`src/rtl/ex_stage.sv`:
```
// ex_stage: RV32 execute stage. Forwarding muxes, ALU and the EX/MEM pipeline register.
// Latency: 1 cycle for every op. With EX_STAGE_SEQ_MUL_EN, mul stays in EX for 33 cycles (T..T+32).
// Backpressure: accepts none downstream. stall_o (combinational) freezes PC, IF/ID and ID/EX while a sequential mul runs.
//
// Ports:
//   clk_i, rst_i             clock (rising edge), async active-high reset
//   *_i from ID/EX           controls, ALUOp/funct, register data, imm, register addresses, valid
//   MEM_* / WB_*             forwarding sources (write enable, rd address, data)
//   flush_i                  kills the instruction in EX, including a multiply in progress
//   *_o to EX/MEM            registered controls, alu_result, store_data, rd_addr, valid
//   stall_o                  combinational pipeline freeze
//
// Config: define EX_STAGE_SEQ_MUL_EN to replace the single-cycle multiplier with a
//         32-iteration shift-add unit that stalls the front end.
module ex_stage (
  input  logic        clk_i,
  input  logic        rst_i,
  input  logic        RegWrite_i,
  input  logic        MemtoReg_i,
  input  logic        MemRead_i,
  input  logic        MemWrite_i,
  input  logic        ALUSrc_i,
  input  logic [1:0]  ALUOp_i,
  input  logic [9:0]  funct_i,
  input  logic [31:0] rs1_data_i,
  input  logic [31:0] rs2_data_i,
  input  logic [31:0] imm_i,
  input  logic [4:0]  rs1_addr_i,
  input  logic [4:0]  rs2_addr_i,
  input  logic [4:0]  rd_addr_i,
  input  logic        valid_i,
  input  logic        MEM_RegWrite_i,
  input  logic [4:0]  MEM_rd_addr_i,
  input  logic [31:0] MEM_data_i,
  input  logic        WB_RegWrite_i,
  input  logic [4:0]  WB_rd_addr_i,
  input  logic [31:0] WB_data_i,
  input  logic        flush_i,
  output logic        RegWrite_o,
  output logic        MemtoReg_o,
  output logic        MemRead_o,
  output logic        MemWrite_o,
  output logic        valid_o,
  output logic [31:0] alu_result_o,
  output logic [31:0] store_data_o,
  output logic [4:0]  rd_addr_o,
  output logic        stall_o
);

  // {funct7, funct3} encodings
  localparam logic [9:0] F_ADD  = 10'b0000000_000;
  localparam logic [9:0] F_SUB  = 10'b0100000_000;
  localparam logic [9:0] F_SLL  = 10'b0000000_001;
  localparam logic [9:0] F_XOR  = 10'b0000000_100;
  localparam logic [9:0] F_AND  = 10'b0000000_111;
  localparam logic [9:0] F_MUL  = 10'b0000001_000;
  localparam logic [9:0] F_SRAI = 10'b0100000_101;
  localparam logic [2:0] F3_ADDI = 3'b000;

  typedef struct packed {
    logic        reg_write;
    logic        mem_to_reg;
    logic        mem_read;
    logic        mem_write;
    logic        valid;
    logic [31:0] alu_result;
    logic [31:0] store_data;
    logic [4:0]  rd_addr;
  } exmem_t;

  logic [31:0] rs1_fwd;
  logic [31:0] rs2_fwd;
  logic [31:0] op_a;
  logic [31:0] op_b;
  logic [31:0] alu_res;
  exmem_t      dp_out;
  exmem_t      out_d;
  exmem_t      out_q;

  // Forwarding: MEM is the younger producer, so it wins over WB. x0 never forwards.
  always_comb begin
    if (MEM_RegWrite_i && (MEM_rd_addr_i != 5'd0) && (MEM_rd_addr_i == rs1_addr_i))
      rs1_fwd = MEM_data_i;
    else if (WB_RegWrite_i && (WB_rd_addr_i != 5'd0) && (WB_rd_addr_i == rs1_addr_i))
      rs1_fwd = WB_data_i;
    else
      rs1_fwd = rs1_data_i;
  end

  always_comb begin
    if (MEM_RegWrite_i && (MEM_rd_addr_i != 5'd0) && (MEM_rd_addr_i == rs2_addr_i))
      rs2_fwd = MEM_data_i;
    else if (WB_RegWrite_i && (WB_rd_addr_i != 5'd0) && (WB_rd_addr_i == rs2_addr_i))
      rs2_fwd = WB_data_i;
    else
      rs2_fwd = rs2_data_i;
  end

  assign op_a = rs1_fwd;
  assign op_b = ALUSrc_i ? imm_i : rs2_fwd;

  // ALU. Undecoded combinations give 0; the controls still pass through.
  always_comb begin
    alu_res = '0;
    case (ALUOp_i)
      2'b00: alu_res = op_a + op_b;
      2'b01: alu_res = op_a - op_b;
      2'b10: begin
        case (funct_i)
          F_AND:   alu_res = op_a & op_b;
          F_XOR:   alu_res = op_a ^ op_b;
          F_SLL:   alu_res = op_a << op_b[4:0];
          F_ADD:   alu_res = op_a + op_b;
          F_SUB:   alu_res = op_a - op_b;
`ifndef EX_STAGE_SEQ_MUL_EN
          F_MUL:   alu_res = op_a * op_b;
`endif
          default: alu_res = '0;
        endcase
      end
      default: begin
        // The I-type shift amount always comes from imm[4:0]. The upper imm bits carry funct7.
        if (funct_i[2:0] == F3_ADDI)
          alu_res = op_a + op_b;
        else if (funct_i == F_SRAI)
          alu_res = $signed(op_a) >>> imm_i[4:0];
      end
    endcase
  end

  // Single-cycle datapath result. An invalid or flushed slot becomes an all-zero bubble.
  always_comb begin
    dp_out = '0;
    if (valid_i && !flush_i) begin
      dp_out.reg_write  = RegWrite_i;
      dp_out.mem_to_reg = MemtoReg_i;
      dp_out.mem_read   = MemRead_i;
      dp_out.mem_write  = MemWrite_i;
      dp_out.valid      = 1'b1;
      dp_out.alu_result = alu_res;
      dp_out.store_data = rs2_fwd;
      dp_out.rd_addr    = rd_addr_i;
    end
  end

`ifdef EX_STAGE_SEQ_MUL_EN
  typedef enum logic {IDLE, BUSY} state_t;

  // Controls of the multiply in flight. They are re-emitted with the product.
  typedef struct packed {
    logic        reg_write;
    logic        mem_to_reg;
    logic        mem_read;
    logic        mem_write;
    logic [31:0] store_data;
    logic [4:0]  rd_addr;
  } mctl_t;

  state_t      state_q, state_d;
  logic [4:0]  cnt_q, cnt_d;
  logic [31:0] mcand_q, mcand_d;
  logic [31:0] mplier_q, mplier_d;
  logic [31:0] acc_q, acc_d;
  mctl_t       lat_q, lat_d;
  logic        is_mul;
  logic        stall;
  logic [31:0] acc_sum;

  assign is_mul  = valid_i && (ALUOp_i == 2'b10) && (funct_i == F_MUL);
  // One shift-add step: add the multiplicand (already shifted by cnt) when the current multiplier LSB is set.
  assign acc_sum = acc_q + (mplier_q[0] ? mcand_q : 32'd0);

  always_ff @(posedge clk_i or posedge rst_i) begin
    if (rst_i) begin
      state_q  <= IDLE;
      cnt_q    <= '0;
      mcand_q  <= '0;
      mplier_q <= '0;
      acc_q    <= '0;
      lat_q    <= '0;
    end else begin
      state_q  <= state_d;
      cnt_q    <= cnt_d;
      mcand_q  <= mcand_d;
      mplier_q <= mplier_d;
      acc_q    <= acc_d;
      lat_q    <= lat_d;
    end
  end

  always_comb begin
    state_d  = state_q;
    cnt_d    = cnt_q;
    mcand_d  = mcand_q;
    mplier_d = mplier_q;
    acc_d    = acc_q;
    lat_d    = lat_q;
    out_d    = dp_out;
    stall    = 1'b0;
    case (state_q)
      IDLE: begin
        if (is_mul && !flush_i) begin
          stall    = 1'b1;
          state_d  = BUSY;
          cnt_d    = '0;
          mcand_d  = op_a;
          mplier_d = op_b;
          acc_d    = '0;
          lat_d.reg_write  = RegWrite_i;
          lat_d.mem_to_reg = MemtoReg_i;
          lat_d.mem_read   = MemRead_i;
          lat_d.mem_write  = MemWrite_i;
          lat_d.store_data = rs2_fwd;
          lat_d.rd_addr    = rd_addr_i;
          out_d    = '0;
        end
      end
      default: begin
        // BUSY ignores ID/EX. Only flush is honoured, and it wins over completion.
        out_d = '0;
        if (flush_i) begin
          state_d = IDLE;
          cnt_d   = '0;
        end else begin
          acc_d    = acc_sum;
          mcand_d  = mcand_q << 1;
          mplier_d = mplier_q >> 1;
          cnt_d    = cnt_q + 5'd1;
          // Drop the stall in the last iteration so ID/EX moves on at the same edge as the product.
          stall    = (cnt_q != 5'd31);
          if (cnt_q == 5'd31) begin
            state_d          = IDLE;
            out_d.reg_write  = lat_q.reg_write;
            out_d.mem_to_reg = lat_q.mem_to_reg;
            out_d.mem_read   = lat_q.mem_read;
            out_d.mem_write  = lat_q.mem_write;
            out_d.valid      = 1'b1;
            out_d.alu_result = acc_sum;
            out_d.store_data = lat_q.store_data;
            out_d.rd_addr    = lat_q.rd_addr;
          end
        end
      end
    endcase
  end

  assign stall_o = stall && !rst_i;
`else
  assign out_d   = dp_out;
  assign stall_o = 1'b0;
`endif

  always_ff @(posedge clk_i or posedge rst_i) begin
    if (rst_i) out_q <= '0;
    else       out_q <= out_d;
  end

  assign RegWrite_o   = out_q.reg_write;
  assign MemtoReg_o   = out_q.mem_to_reg;
  assign MemRead_o    = out_q.mem_read;
  assign MemWrite_o   = out_q.mem_write;
  assign valid_o      = out_q.valid;
  assign alu_result_o = out_q.alu_result;
  assign store_data_o = out_q.store_data;
  assign rd_addr_o    = out_q.rd_addr;

endmodule

```
`config.mk`:
```
export PLATFORM = sky130hd
export DESIGN_NAME = ex_stage
export DESIGN_NICKNAME = d
export VERILOG_FILES = /design/src/rtl/ex_stage.sv
export SDC_FILE = /design/constraint.sdc
export NUM_CORES = 2
export LEC_CHECK = 0
export BUFFER_PORTS_ARGS = -buffer_cell sky130_fd_sc_hd__buf_2
export CAP_MARGIN = 20
export CORE_MARGIN = 1
export CORE_UTILIZATION = 50
export DETAILED_ROUTE_END_ITERATION = 10
export HOLD_SLACK_MARGIN = 0.02
export PLACE_DENSITY = 0.68
export SYNTH_ARGS = -nofsm -noshare
export SYNTH_HDL_FRONTEND = slang
export SYNTH_SLANG_ARGS = --single-unit
```
`constraint.sdc`:
```
create_clock -name clk_i -period 5.75 [get_ports clk_i]
set_clock_uncertainty 0.15 [all_clocks]
set_input_delay 1.15 -clock clk_i [delete_from_list [all_inputs] [get_ports clk_i]]
set_output_delay 1.15 -clock clk_i [all_outputs]
set_load 0.01 [all_outputs]
```
After elaboration in Yosys (flattened, before gate mapping)
Index checks and enable logic that the tools add are counted.

Output and inout port bits: 75. Logic and storage cells: 50. Bits in registers: 74.

Equal/unequal tests: 12. Shifts and indexed selects: 2. Add/subtract/negate cells: 2. Bitwise operators: 2. Mux-type cells: 10. Reduce and logical (&&, ||, !) cells: 13. Multipliers: 1.

Operators by type and width (count): 32-bit 2-to-1 mux (7); 32-bit case mux with 6 select lines (1); 32-bit case mux with 3 select lines (1); 74-bit 2-to-1 mux (1); 32-bit adder (1); 32-bit AND (1); 32-bit by 32-bit multiplier with 32-bit output (1); 32-bit by 5-bit left shift with 32-bit output (1); 32-bit by 5-bit >>> shifter with 32-bit output (1); 32-bit subtractor (1); 32-bit bitwise XOR (1); 10-bit by 3-bit == test with 1-bit output, second input constant (2); 10-bit by 9-bit == test with 1-bit output, second input constant (2); 5-bit == test (4); 10-bit by 1-bit == test with 1-bit output, second input constant (1); 10-bit by 4-bit == test with 1-bit output, second input constant (1); 10-bit zero test (1); 5-bit nonzero test (2); 1-bit logical AND (7); 3-bit zero test (1); 2-bit by 1-bit == test with 1-bit output, second input constant (1); 2-bit == test, second input constant (1); 2-bit zero test (1); 1-bit zero test (1).

Longest topological paths before layout
Depth after elaboration: 10. Depth in mapped cells: 40. Gate-level depth less buffers: 35.

Worst setup path before layout
OpenSTA, ideal clock, no wires.

Path type: in2reg. Start point: input MEM_rd_addr_i[3]. End point: register out_q (netlist bit alu_result_o[31]). Library setup time: 0.137 ns. Cell stages on the path: 37. Arrival: 10.367 ns. Data required time: 5.463 ns. Setup slack: -4.904 ns. Cells stage by stage: or4_4 -> o211ai_2 -> nor2_1 -> buf_2 -> a211oi_1 -> o31ai_4 -> clkinv_1 -> clkbuf_1 -> clkbuf_1 -> buf_1 -> nor2_1 -> fa_1 -> inv_1 -> fa_1 -> fa_1 -> fa_1 -> inv_1 -> fa_1 -> inv_1 -> fa_1 -> inv_1 -> fa_1 -> fa_1 -> ha_1 -> a21o_1 -> a21o_1 -> a21oi_1 -> nor2b_1 -> o211ai_1 -> a21oi_1 -> a41o_1 -> o41ai_1 -> o21ai_0 -> xnor3_1 -> nor2_1 -> o41ai_2 -> a211oi_2.

RTL lines: start, declared (line 33) `input logic [4:0] MEM_rd_addr_i,`; end signal, assigned (line 255) `else out_q <= out_d;`; end, declared (line 78) `exmem_t out_q;`.

==> flow_summary_export.csv <==
group,metric,value,unit
status,status,"finished, violations left",
status,violations,"setup timing",
worst_setup_path,slowest_delay,0.56,ns
synth,synth.cells.most_frequent,"inv_1, nor2_1, fa_1, nand2_1, ha_1",
global_routing,track_usage,47.9,%
synth,synthXorXnorAreaFrac,5.05,%
synth,synth_fa_ha_area_share,37.6,%
worst_setup_path,end_kind,"flop",
timing,fin_crit,10.00,ns
timing,fin_setup_tns,-95.69,ns
synth,synth_edf_count,0,
route,drc_errors,0,
synth,ys_ff_latch,74,
global_routing,gr-usage-met2,71.3,%
synth,synth_area,0.0281,mm2
worst_setup_path,cp_slowest_cell,"or4_4",
worst_setup_path,path_depth,35,
worst_setup_path,worstPathMaxFanout,8,
floorplan,ios,283,
route,drt-total-wl,138,mm
timing,min_period_over_period,174,%
global_routing,busiest_layer,"met2",
synth,synth_flop_cell,"dfrtp_1",
synth,synthesis.nets,4300,
route,drt_iter0_markers,4020,
synth,post-synth-top-count-cell,"inv_1",
placement,placed_cell_area,0.0364,mm2
timing,maxSlewViolCount,0,
synth,yosys.area.top_type,"fa_1",
synth,yosys.area_share.simple,16.7,%
worst_setup_path,cp_top_family,"adder cells",
worst_hold_path,hp-class,"input pin to flop",
timing,slew_headroom,27.3,%
global_routing,grt_max_degree,75,
synth,muxShareOfSynthArea,5.78,%
finish,nets,5279,
timing,max_clock_freq,0.100,GHz
placement,io_buffers,281,
cts,clockRootBuffer,"clkbuf_16",
finish,utilization,72.0,%
cts,cts_tree,"yes",
timing,whs,0.846,ns
cts,cts.path.max_buffers,2,
finish,drive_above_1_share,36.9,%
flow_run,maxCapViolations,0,
worst_setup_path,critPathCapture,"alu_result_o[29]$_DFF_PP0_",
synth,yosys_warnings,0,
global_routing,antenna_found_initial,4,
synth,synth_async_sr_flop_share,100,%
route,firstDrtPassIters,9,
synth,synth-compound-area-share,18.2,%
timing,worst_slack,-4.25,ns
route,antenna_left,0,
global_routing,grt_overflow,0,
floorplan,dieArea,0.0571,mm2
timing,rsz0062_at_grt,"yes",
floorplan,rows,86,
global_routing,grt_pass1_vias,31443,
worst_setup_path,start_kind,"input pin",
route,wl_per_cell,26.4,um
global_routing,grt_pass1_wl,200,mm
route,dr_total_vias,31896,
synth,synth_top_family_by_area,"adder cells",
cts,clkSlewWorstSetupHoldPaths,0.06,ns
timing,worst_pin_slew,1.09,ns
timing,hold_viol,0,
worst_setup_path,cp-startpoint,"WB_rd_addr_i[2]",
finish,stdcell_area,0.0398,mm2
route,avgViaCountPerCell,6.10,
synth,synth_cells,3495,
placement,place.gp.congestion,1.12,
synth,synthDistinctLibCells,99,
worst_setup_path,critPathRequiredTime,5.84,ns
floorplan,start_util,50.8,%
synth,synth_area_per_cell,8.04,um2
cts,cts_buffers,9,
worst_setup_path,path_class,"input pin to flop",
cts,htree_levels,3,
worst_setup_path,worstPathBufferInverterCount,8,
finish,syn2layout_area_growth,41.8,%
floorplan,die_height,239,um
cts,clock_sinks,74,
synth,synth.top_cell.area_share,29.2,%
synth,yosysSeqAreaShare,6.59,%
placement,dp.final_hpwl,110,mm
global_routing,use_met1,58.5,%
worst_setup_path,worstPathArrival,10.10,ns
floorplan,core,0.0553,mm2
timing,setup_viol,29,
synth,synth_area_leaders,"fa_1, ha_1, dfrtp_1",
floorplan,dieWidth,239,um
global_routing,use_met3,13.6,%
## cell families (layout without fill, tap and decap cells)
logic type                 after synthesis  after routing
and+or+nand+nor                       1081           1082
AOI/OAI and AO/OA                      724            724
buffers and inverters                  721           1704
adders and majority gates              598            598
xor gates and xnor gates               148            148
muxes                                  148            148
DFF                                     74             74
other                                    1              3
## sequential cells by signal (all words and copies together), names as in the netlist
register	flops
rd_addr_o	5
RegWrite_o	1
store_data_o	32
valid_o	1
MemRead_o	1
MemtoReg_o	1
alu_result_o	32
MemWrite_o	1
## repair_timing
| action | in CTS | in global routing |
|---|---|---|
| endpoints found under the setup margin | 29 | 30 |
| setup buffers | 57 | 63 |
| cloned | 3 | 2 |
| gates resized for setup | 310 | 187 |
| hold buffers | 0 | 0 |
| pin swaps | 174 | 124 |
| hold endpoints to repair | 0 | 0 |
## worst min-delay path by stage
stage | startpoint | to | slack (ns) | cells past startpoint
after floorplan | MemRead_i | MemRead_o$_DFF_PP0_ | 1.13 | 1
after global placement | rd_addr_i[1] | rd_addr_o[1]$_DFF_PP0_ | 1.21 | 2
after detailed placement | RegWrite_i | RegWrite_o$_DFF_PP0_ | 1.21 | 2
after CTS | RegWrite_i | RegWrite_o$_DFF_PP0_ | 0.84 | 2
after global routing | rd_addr_i[1] | rd_addr_o[1]$_DFF_PP0_ | 0.84 | 2
final | rd_addr_i[2] | rd_addr_o[2]$_DFF_PP0_ | 0.85 | 2
## placed cells by master (no fill, tap or decap), types with 27 or more instances in the layout
cell	n
mux2i_1	122
and3_1	30
nor2_2	36
buf_6	55
buf_4	790
nand3_1	38
inv_2	41
o21ai_0	128
dfrtp_1	74
a211oi_1	32
o211ai_1	27
nor2_1	364
fa_2	29
nand2_1	382
inv_1	428
ha_4	49
fa_1	381
buf_2	278
ha_1	134
and2_1	33
buf_12	53
xnor2_1	94
nor3_1	54
a21oi_1	140
a21o_1	32
## per-stage QoR
step,cells,worst slack [ns]
after detailed placement,5102,-4.86
final,5229,-4.25
after CTS,5173,-4.04
after global routing,5227,-4.40
after floorplan,3495,-4.06
after global placement,5102,-4.78
## layout make-up
type | instances | area (um2)
antenna | 2 | 5.00
clock buffer | 11 | 243
clock inverter | 5 | 37.5
fill | 4390 | 15500
inverter | 492 | 1890
multi-input combinational | 2701 | 25500
sequential | 74 | 1850
tap | 748 | 936
timing repair buffer | 1196 | 9370
## per-layer routing
metal,share of wire (%),vias to the layer above
met5,0.019,-
met4,10,4
met3,12,714
met2,43,2402
met1,35,15271
li1,-,13505
Power is left out: the tool's default activity adds up to more than one toggle a clock period on the data nets, which glitch-free logic cannot reach.
